[src/rtl/hazard_ctrl_pkg.sv]
// Shared definitions for the pipeline hazard sequencer: operand/CP0 constants,
// default HI/LO latencies, the stall-cause encoding and the operand comparator.
package hazard_ctrl_pkg;

   // Tuse value meaning "operand not read by this instruction"
   localparam logic [1:0] TUSE_NONE = 2'd3;

   // CP0 register number of EPC
   localparam logic [4:0] EPC_ADDR = 5'd14;

   // Default HI/LO busy latencies and counter width
   localparam int MULT_LAT_DEF = 5;
   localparam int DIV_LAT_DEF  = 10;
   localparam int CNT_W_DEF    = 4;

   // Highest-priority reason for a stall in the current cycle
   typedef enum logic [2:0] {
      CAUSE_NONE = 3'd0,
      CAUSE_RS   = 3'd1,
      CAUSE_RT   = 3'd2,
      CAUSE_MD   = 3'd3,
      CAUSE_ERET = 3'd4
   } stall_cause_e;

   // Tuse/Tnew comparison of one ID operand against the EX and MEM producers.
   // $0 never carries a dependency and an unused operand never stalls.
   function automatic logic operand_hazard(
      input logic [4:0] id_addr,
      input logic [1:0] tuse,
      input logic [4:0] ex_waddr,
      input logic [1:0] ex_tnew,
      input logic [4:0] mem_waddr,
      input logic [1:0] mem_tnew
   );
      logic ex_hit;
      logic mem_hit;
      ex_hit  = (ex_waddr  == id_addr) && (ex_tnew  > tuse);
      mem_hit = (mem_waddr == id_addr) && (mem_tnew > tuse);
      return (id_addr != 5'd0) && (tuse != TUSE_NONE) && (ex_hit || mem_hit);
   endfunction

endpackage

[src/rtl/hazard_ctrl_md_busy_ctr.sv]
// HI/LO busy counter: loads the mult/div latency when an operation issues,
// counts down to zero, and reports busy including the issue cycle itself.
module md_busy_ctr
   import hazard_ctrl_pkg::*;
#(
   parameter int MULT_LAT = MULT_LAT_DEF,
   parameter int DIV_LAT  = DIV_LAT_DEF,
   parameter int CNT_W    = CNT_W_DEF
) (
   input  logic clk,
   input  logic reset,
   input  logic md_start_i,
   input  logic md_is_div_i,
   input  logic req_i,
   output logic busy_o
);

   localparam logic [CNT_W-1:0] MULT_LAT_C = CNT_W'(MULT_LAT);
   localparam logic [CNT_W-1:0] DIV_LAT_C  = CNT_W'(DIV_LAT);
   localparam logic [CNT_W-1:0] CNT_ZERO   = '0;
   localparam logic [CNT_W-1:0] CNT_ONE    = CNT_W'(1);

   logic [CNT_W-1:0] cnt_q;
   logic [CNT_W-1:0] cnt_d;
   logic             load_s;

   // A flushed EX instruction never reaches the HI/LO unit, so it must not load
   assign load_s = md_start_i && !req_i;

   // Next count: reload on issue (also while running), else saturating decrement
   always_comb begin
      cnt_d = cnt_q;
      if (load_s) begin
         cnt_d = md_is_div_i ? DIV_LAT_C : MULT_LAT_C;
      end else if (cnt_q != CNT_ZERO) begin
         cnt_d = cnt_q - CNT_ONE;
      end else begin
         cnt_d = CNT_ZERO;
      end
   end

   // Count register, cleared immediately by reset
   always_ff @(posedge clk or posedge reset) begin
      if (reset) begin
         cnt_q <= CNT_ZERO;
      end else begin
         cnt_q <= cnt_d;
      end
   end

   assign busy_o = load_s || (cnt_q != CNT_ZERO);

endmodule

[src/rtl/hazard_ctrl.sv]
// Pipeline sequencer for the 5-stage core: combines GRF data hazards, the HI/LO
// busy interlock and the ERET/EPC-write interlock into stall; flush follows req.
// Optional macro HAZARD_STATS_EN adds 32-bit stall_cnt and md_stall_cnt outputs.
module hazard_ctrl
   import hazard_ctrl_pkg::*;
#(
   parameter int MULT_LAT = MULT_LAT_DEF,
   parameter int DIV_LAT  = DIV_LAT_DEF,
   parameter int CNT_W    = CNT_W_DEF
) (
   input  logic        clk,
   input  logic        reset,
   input  logic [4:0]  id_rs,
   input  logic [4:0]  id_rt,
   input  logic [1:0]  id_tuse_rs,
   input  logic [1:0]  id_tuse_rt,
   input  logic        id_md,
   input  logic        id_eret,
   input  logic [4:0]  ex_waddr,
   input  logic [1:0]  ex_tnew,
   input  logic        ex_cp0we_epc,
   input  logic [4:0]  mem_waddr,
   input  logic [1:0]  mem_tnew,
   input  logic        mem_cp0we_epc,
   input  logic        md_start,
   input  logic        md_is_div,
   input  logic        req,
`ifdef HAZARD_STATS_EN
   output logic [31:0] stall_cnt,
   output logic [31:0] md_stall_cnt,
`endif
   output logic        stall,
   output logic        flush,
   output logic        md_busy
);

   logic         haz_rs_s;
   logic         haz_rt_s;
   logic         haz_md_s;
   logic         haz_eret_s;
   logic         busy_s;
   stall_cause_e cause_s;

   md_busy_ctr #(
      .MULT_LAT (MULT_LAT),
      .DIV_LAT  (DIV_LAT),
      .CNT_W    (CNT_W)
   ) u_md_busy_ctr (
      .clk         (clk),
      .reset       (reset),
      .md_start_i  (md_start),
      .md_is_div_i (md_is_div),
      .req_i       (req),
      .busy_o      (busy_s)
   );

   assign haz_rs_s   = operand_hazard(id_rs, id_tuse_rs, ex_waddr, ex_tnew, mem_waddr, mem_tnew);
   assign haz_rt_s   = operand_hazard(id_rt, id_tuse_rt, ex_waddr, ex_tnew, mem_waddr, mem_tnew);
   assign haz_md_s   = id_md && busy_s;
   assign haz_eret_s = id_eret && (ex_cp0we_epc || mem_cp0we_epc);

   // Pick the dominant stall reason; an exception overrides every hazard
   always_comb begin
      cause_s = CAUSE_NONE;
      if (req) begin
         cause_s = CAUSE_NONE;
      end else if (haz_rs_s) begin
         cause_s = CAUSE_RS;
      end else if (haz_rt_s) begin
         cause_s = CAUSE_RT;
      end else if (haz_md_s) begin
         cause_s = CAUSE_MD;
      end else if (haz_eret_s) begin
         cause_s = CAUSE_ERET;
      end else begin
         cause_s = CAUSE_NONE;
      end
   end

   assign stall   = (cause_s != CAUSE_NONE);
   assign flush   = req;
   assign md_busy = busy_s;

`ifdef HAZARD_STATS_EN
   logic [31:0] stall_cnt_q;
   logic [31:0] stall_cnt_d;
   logic [31:0] md_stall_cnt_q;
   logic [31:0] md_stall_cnt_d;

   // Counter next-state: every stall cycle, and stall cycles with HI/LO busy involved
   always_comb begin
      stall_cnt_d    = stall_cnt_q;
      md_stall_cnt_d = md_stall_cnt_q;
      if (stall) begin
         stall_cnt_d = stall_cnt_q + 32'd1;
         if (haz_md_s) begin
            md_stall_cnt_d = md_stall_cnt_q + 32'd1;
         end else begin
            md_stall_cnt_d = md_stall_cnt_q;
         end
      end else begin
         stall_cnt_d    = stall_cnt_q;
         md_stall_cnt_d = md_stall_cnt_q;
      end
   end

   // Statistics registers, wrapping naturally at 2^32
   always_ff @(posedge clk or posedge reset) begin
      if (reset) begin
         stall_cnt_q    <= 32'd0;
         md_stall_cnt_q <= 32'd0;
      end else begin
         stall_cnt_q    <= stall_cnt_d;
         md_stall_cnt_q <= md_stall_cnt_d;
      end
   end

   assign stall_cnt    = stall_cnt_q;
   assign md_stall_cnt = md_stall_cnt_q;
`endif

endmodule

[config.mk]
export PLATFORM = sky130hd
export DESIGN_NAME = hazard_ctrl
export DESIGN_NICKNAME = d
export VERILOG_FILES = /design/src/rtl/hazard_ctrl_pkg.sv /design/src/rtl/hazard_ctrl_md_busy_ctr.sv /design/src/rtl/hazard_ctrl.sv
export SDC_FILE = /design/constraint.sdc
export NUM_CORES = 1
export LEC_CHECK = 0
export CORE_MARGIN = 3
export CORE_UTILIZATION = 33
export CTS_CLUSTER_SIZE = 20
export DETAILED_ROUTE_END_ITERATION = 10
export PLACE_DENSITY_LB_ADDON = 0.12
export SYNTH_ARGS = -nofsm -noshare
export SYNTH_HDL_FRONTEND = slang
export SYNTH_HIERARCHICAL = 1
export SYNTH_SLANG_ARGS = --single-unit
[constraint.sdc]
create_clock -name clk -period 1.75 [get_ports clk]
set_clock_uncertainty 0.1 [all_clocks]
set_input_delay 0.35 -clock clk [delete_from_list [all_inputs] [get_ports clk]]
set_output_delay 0.35 -clock clk [all_outputs]
set_load 0.1 [all_outputs]
Word level (Yosys, flattened, before mapping):

Index checks and enable logic that the tools add are counted.

* register bits after elaboration: 4
* word-level logic and storage cells: 40
* output and inout port bits: 3
* input bits: 37

* eq/ne operators: 6
* magnitude comparators: 4
* reduce and logical (&&, ||, !) cells: 20
* add/sub/neg operators: 1
* mux-type cells: 8

Operators by type and width (number)
* $eq A5 B5 Y1: 4
* $mux W3: 5
* $mux W4: 3
* $logic_and A1 B1 Y1: 11
* $reduce_bool A5 Y1: 2
* $gt A2 B2 Y1: 4
* $logic_or A1 B1 Y1: 4
* $ne A2 B2 Y1 const B: 2
* $reduce_bool A4 Y1: 1
* $sub A4 B1 Y4 const B: 1
* $reduce_bool A3 Y1: 1
* $logic_not A1 Y1: 1

Depth between registers and ports, before layout:

* depth in word-level cells: 9
* depth in mapped cells: 7
* gate-level depth less buffers: 7

Hierarchy:

Netlist, hierarchy kept.

By module, submodules not included
* hazard_ctrl: sequential area each 0.0 sq um, times used 1, area an instance 460.4 sq um, cells an instance 63
* md_busy_ctr: sequential area each 100.1 sq um, times used 1, area an instance 217.7 sq um, cells an instance 23

Worst setup path after synthesis:

No wires, ideal clock.

* path kind: input -> output
* from: in md_start
* to: out stall
* arrival: 2997 ps
* cell stages on the path: 4
* buffers on the path: 0
* data required time: 1300 ps
* slack: -1697 ps
* cell sequence: or2b_1 > nand3_1 > a21oi_1 > a31oi_1

* longest elaborated chain between the ends: 8

Ends and longest elaborated chain
* from (decl): line hazard_ctrl.sv:25 `input logic md_start,`
* $logic_and A1 B1 Y1: line hazard_ctrl_md_busy_ctr.sv:28 `assign load_s = md_start_i && !req_i;`
* $logic_or A1 B1 Y1: line hazard_ctrl_md_busy_ctr.sv:51 `assign busy_o = load_s || (cnt_q != CNT_ZERO);`
* net md_busy: line hazard_ctrl.sv:34 `output logic md_busy`
* $logic_and A1 B1 Y1: line hazard_ctrl.sv:59 `assign haz_md_s = id_md && busy_s;`
* $mux W3: line hazard_ctrl.sv:71 `end else if (haz_md_s) begin`
* $mux W3: line hazard_ctrl.sv:69 `end else if (haz_rt_s) begin`
* $mux W3: line hazard_ctrl.sv:67 `end else if (haz_rs_s) begin`
* $mux W3: line hazard_ctrl.sv:65 `if (req) begin`
* $reduce_bool A3 Y1: line hazard_ctrl.sv:80 `assign stall = (cause_s != CAUSE_NONE);`
* to (decl): line hazard_ctrl.sv:32 `output logic stall,`

The timed path passes the listed nets, and every way through them passes these cells.

Final worst setup path:

* from: in id_tuse_rs[1]
* to: out stall

* longest elaborated chain between the ends: 7
* elaborated cells between the ends (all ways): 11
* those cells by class: order compare (2); eq/ne (1); mux (2); reduce/logical (6)

Ends and longest elaborated chain
* from (decl): line hazard_ctrl.sv:15 `input logic [1:0] id_tuse_rs,`
* $gt A2 B2 Y1 (on tied branches): line hazard_ctrl_pkg.sv:37, hazard_ctrl_pkg.sv:38
* $logic_and A1 B1 Y1 (on tied branches): line hazard_ctrl_pkg.sv:37, hazard_ctrl_pkg.sv:38
* $logic_or A1 B1 Y1: line hazard_ctrl_pkg.sv:39 `return (id_addr != 5'd0) && (tuse != TUSE_NONE) && (ex_hit || mem_hit);`
* $logic_and A1 B1 Y1 (*): line hazard_ctrl_pkg.sv:39
* $mux W3 (*): line hazard_ctrl.sv:67
* $mux W3 (*): line hazard_ctrl.sv:65
* $reduce_bool A3 Y1 (*): line hazard_ctrl.sv:80

Mark *: on every way between the ends. The rest lies on a longest branch, timed or not.

==> metrics.md <==
| Metric | Value |
|---|---|
| Status | `finished, violations left` |
| Failing checks | `setup timing` |
| Total Wirelength | `2.66 mm` |
| HPWL Detailed | `1.88 mm` |
| Die Area | `2630 µm²` |
| Final hold violation count | `0` |
| Yosys reg bits | `4` |
| First-pass GRT wire length | `4.05 mm` |
| Worst-path maximum fanout | `2` |
| Number of antenna violations at the first check in global routing | `0` |
| Uppermost layer routed | `met4` |
| Number of buffers created by CTS | `3` |
| GRT overflow | `0` |
| NetSw | `381 µW` |
| DRT met1 WL | `1.04 mm` |
| Most numerous cell in the Yosys netlist | `xnor2_1` |
| H-Tree Depth | `1` |
| Peak Freq | `462 MHz` |
| Max Slew Vio Count | `0` |
| Post-synth cell types | `27` |
| First DRT Iteration DRCs | `6` |
| Largest Register | `u_md_busy_ctr/cnt_q` |
| Ys flop type | `dfrtp_1` |
| Fin worst setup slack | `-0.414 ns` |
| Worst slack, placed | `-0.907 ns` |
| Top cells by area, synth | `xnor2_1 17%, dfrtp_1 15%, ha_1 15%` |
| Synthesized instance count | `86` |
| CTS Root Cell | `clkbuf_4` |
| Ys Warns | `6` |
| Clock sink total | `4` |
| Worst-case clock buffer depth | `2` |
| Clk pwr share | `0.126` |
| Number of vias per cell | `5.12` |
| Seq pwr share | `0.201` |
| Net count, final | `188` |
| Final min period | `2.16 ns` |
| Sw frac | `0.435` |
| Largest register FFs | `4` |
| # placed instances | `160` |
| Final number of setup-violating endpoints | `1` |
| Post-synthesis sequential area ratio | `0.148` |
| I/O pin count | `40` |
| Antenna-violating nets left | `0` |
| Final core utilization | `0.759` |
| Yosys top cell area share | `0.168` |
| Layout cell share with drive strength beyond 1 | `0.447` |
| DR vias | `850` |
| Syn nets | `131` |
| Crit start category | `primary input` |
| Worst reg2reg path startpoint | `u_md_busy_ctr/cnt_q[3]` |
| Syn Area/Cell | `7.89 µm²` |
| Die width | `51.3 µm` |
| Routed wl met2 | `1.44 mm` |
| Max-cap viol count | `0` |
| Crit path from | `id_tuse_rs[1]` |
| Pre-Repair DR Iteration Count | `4` |
| Met3 WL | `140 µm` |
| Required time of the critical path | `1.30 ns` |
| Slew Limit Headroom | `0.806` |
| Avg WL per Cell | `16.0 µm` |
| Int Pwr | `495 µW` |
| Worst vdd ir | `0.613 mV` |
| CTS tree | `done` |
| Antenna Cells | `0` |
| Overall Global Routing Usage | `0.210` |
| RSZ-0062 raised after global routing | `yes` |
| Area grow syn2layout | `106%` |
| GPL Wtd Cong | `0.839` |
| Clock-pin transition on the worst setup and hold timing paths | `0.04 ns` |
| Measured slew at the worst slew-check pin | `0.288 ns` |
| Share of flip-flops with an asynchronous set or reset | `1.00` |
| Synth top cells by count | `13 x xnor2_1, 8 x ha_1, 8 x inv_1, 7 x xor2_1, 6 x a21oi_1` |
| Vias in the first global route | `921` |
| Regs by FF count | `u_md_busy_ctr/cnt_q x4` |
| Worst setup path class | `primary input to output port` |
| DRC Markers | `0` |
| FP Rows | `15` |
| Finished Layout Cells | `166` |
| Critical path endpoint category | `output port` |
| PwrDens | `628 nW/µm²` |
| Initial Util | `0.369` |
| Clk_lat worst skew | `0.23 ns` |
| # hold bufs at CTS | `0` |
| Period utilisation layout | `1.24` |
| Die Height | `51.3 µm` |
| Leakage | `0.581 nW` |
| Core box area | `1840 µm²` |
| Logic pwr share | `0.672` |
| Syn Std Cell Area | `678 µm²` |
| Largest net degree at the start of global routing | `6` |
| Pwr Total | `876 µW` |
| HP Class | `primary input to asynchronous set/reset pin` |
| Area leader, netlist | `xnor2_1` |
| WP data arrival | `1.71 ns` |
| I/O Buffers | `39` |
| EDFF count, synth | `0` |
## per-layer routing
metal  GRT usage  vias to the layer above
li1            -                      411
met1       0.225                      399
met2       0.403                       36
met3      0.0321                        4
met4      0.0873                        0
met5           0                        -
## per-stage QoR
stage	instance area [µm²]	setup TNS, ns	hold WS (ns)
after floorplan	706	-0.524	0.0161
after global placement	1230	-0.955	0.436
after detailed placement	1230	-1.03	0.460
after CTS	1380	-0.427	0.208
after global routing	1400	-0.457	0.253
final	1400	-0.414	0.226
## repair_timing
item | CTS | global route
gates resized for setup | 93 | 14
pin swaps | 21 | 12
hold endpoints to repair | 0 | 0
endpoints found under the setup margin | 2 | 1
buffers inserted | 3 | 0
## cell usage in the layout (no fill, tap or decap), drive strengths merged
master	Yosys	routed
nor2b	3	3
inv	8	8
o311ai	1	1
nand3	2	2
a31oi	1	1
xor2	7	7
a2111oi	1	1
nor4	3	3
xnor2	13	13
nor3	4	4
buf	1	27
or2b	1	1
clkdlybuf4s15	0	3
nand4	3	3
mux2i	1	1
dlygate4sd2	0	13
o21a	1	1
or2	1	1
nor2	5	5
clkdlybuf4s50	0	6
a22oi	2	2
o21ai	4	4
a21oi	6	6
dfrtp	4	4
nand2	5	5
ha	8	8
a21boi	1	1
clkbuf	0	7
## layout make-up
| class | instances | area, µm² |
|---|---|---|
| Clock buffer | 3 | 22.5 |
| Fill cell | 137 | 444 |
| Inverter | 8 | 35.0 |
| Multi-Input combinational cell | 73 | 738 |
| Sequential cell | 4 | 100 |
| Tap cell | 25 | 31.3 |
| Timing Repair Buffer | 53 | 468 |
## critical path: stages
cell and delay [ns]:
buf_8 0.10, inv_4 0.06, buf_4 0.11, ha_4 0.19, nand2_1 0.07, nand4_1 0.12, nor4_2 0.20, o21ai_2 0.12
a31oi_4 0.19, buf_12 0.19
## power groups by stage
stage                     Clock [mW]  Sequential (mW)  Combinational (mW)
after CTS                      0.116            0.177               0.568
after detailed placement           0            0.178               0.530
final                          0.110            0.176               0.589
after global routing           0.123            0.182               0.630
after floorplan                    0            0.183               0.280
after global placement             0            0.174               0.518
## logic make-up after synthesis
group,synth area share
DFF,0.148
buffers and inverters,0.0554
and+or+nand+nor,0.221
adders and majority gates,0.148
muxes,0.0148
AOI/OAI and AO/OA,0.155
xor gates and xnor gates,0.258
## worst paths after layout
kind / end / slack, ns / cells past startpoint
worst max-delay path: stall / -0.41 / 10
worst min-delay path: u_md_busy_ctr/cnt_q[0] / 0.23 / 2
worst max register to register: u_md_busy_ctr/cnt_q[0] / 0.62 / 4
worst min register to register: u_md_busy_ctr/cnt_q[1] / 0.58 / 3
max in group asynchronous: u_md_busy_ctr/cnt_q[2] / 1.17 / 2
min in group clk: u_md_busy_ctr/cnt_q[1] / 0.58 / 3
(Power assumes the default switching activity.)
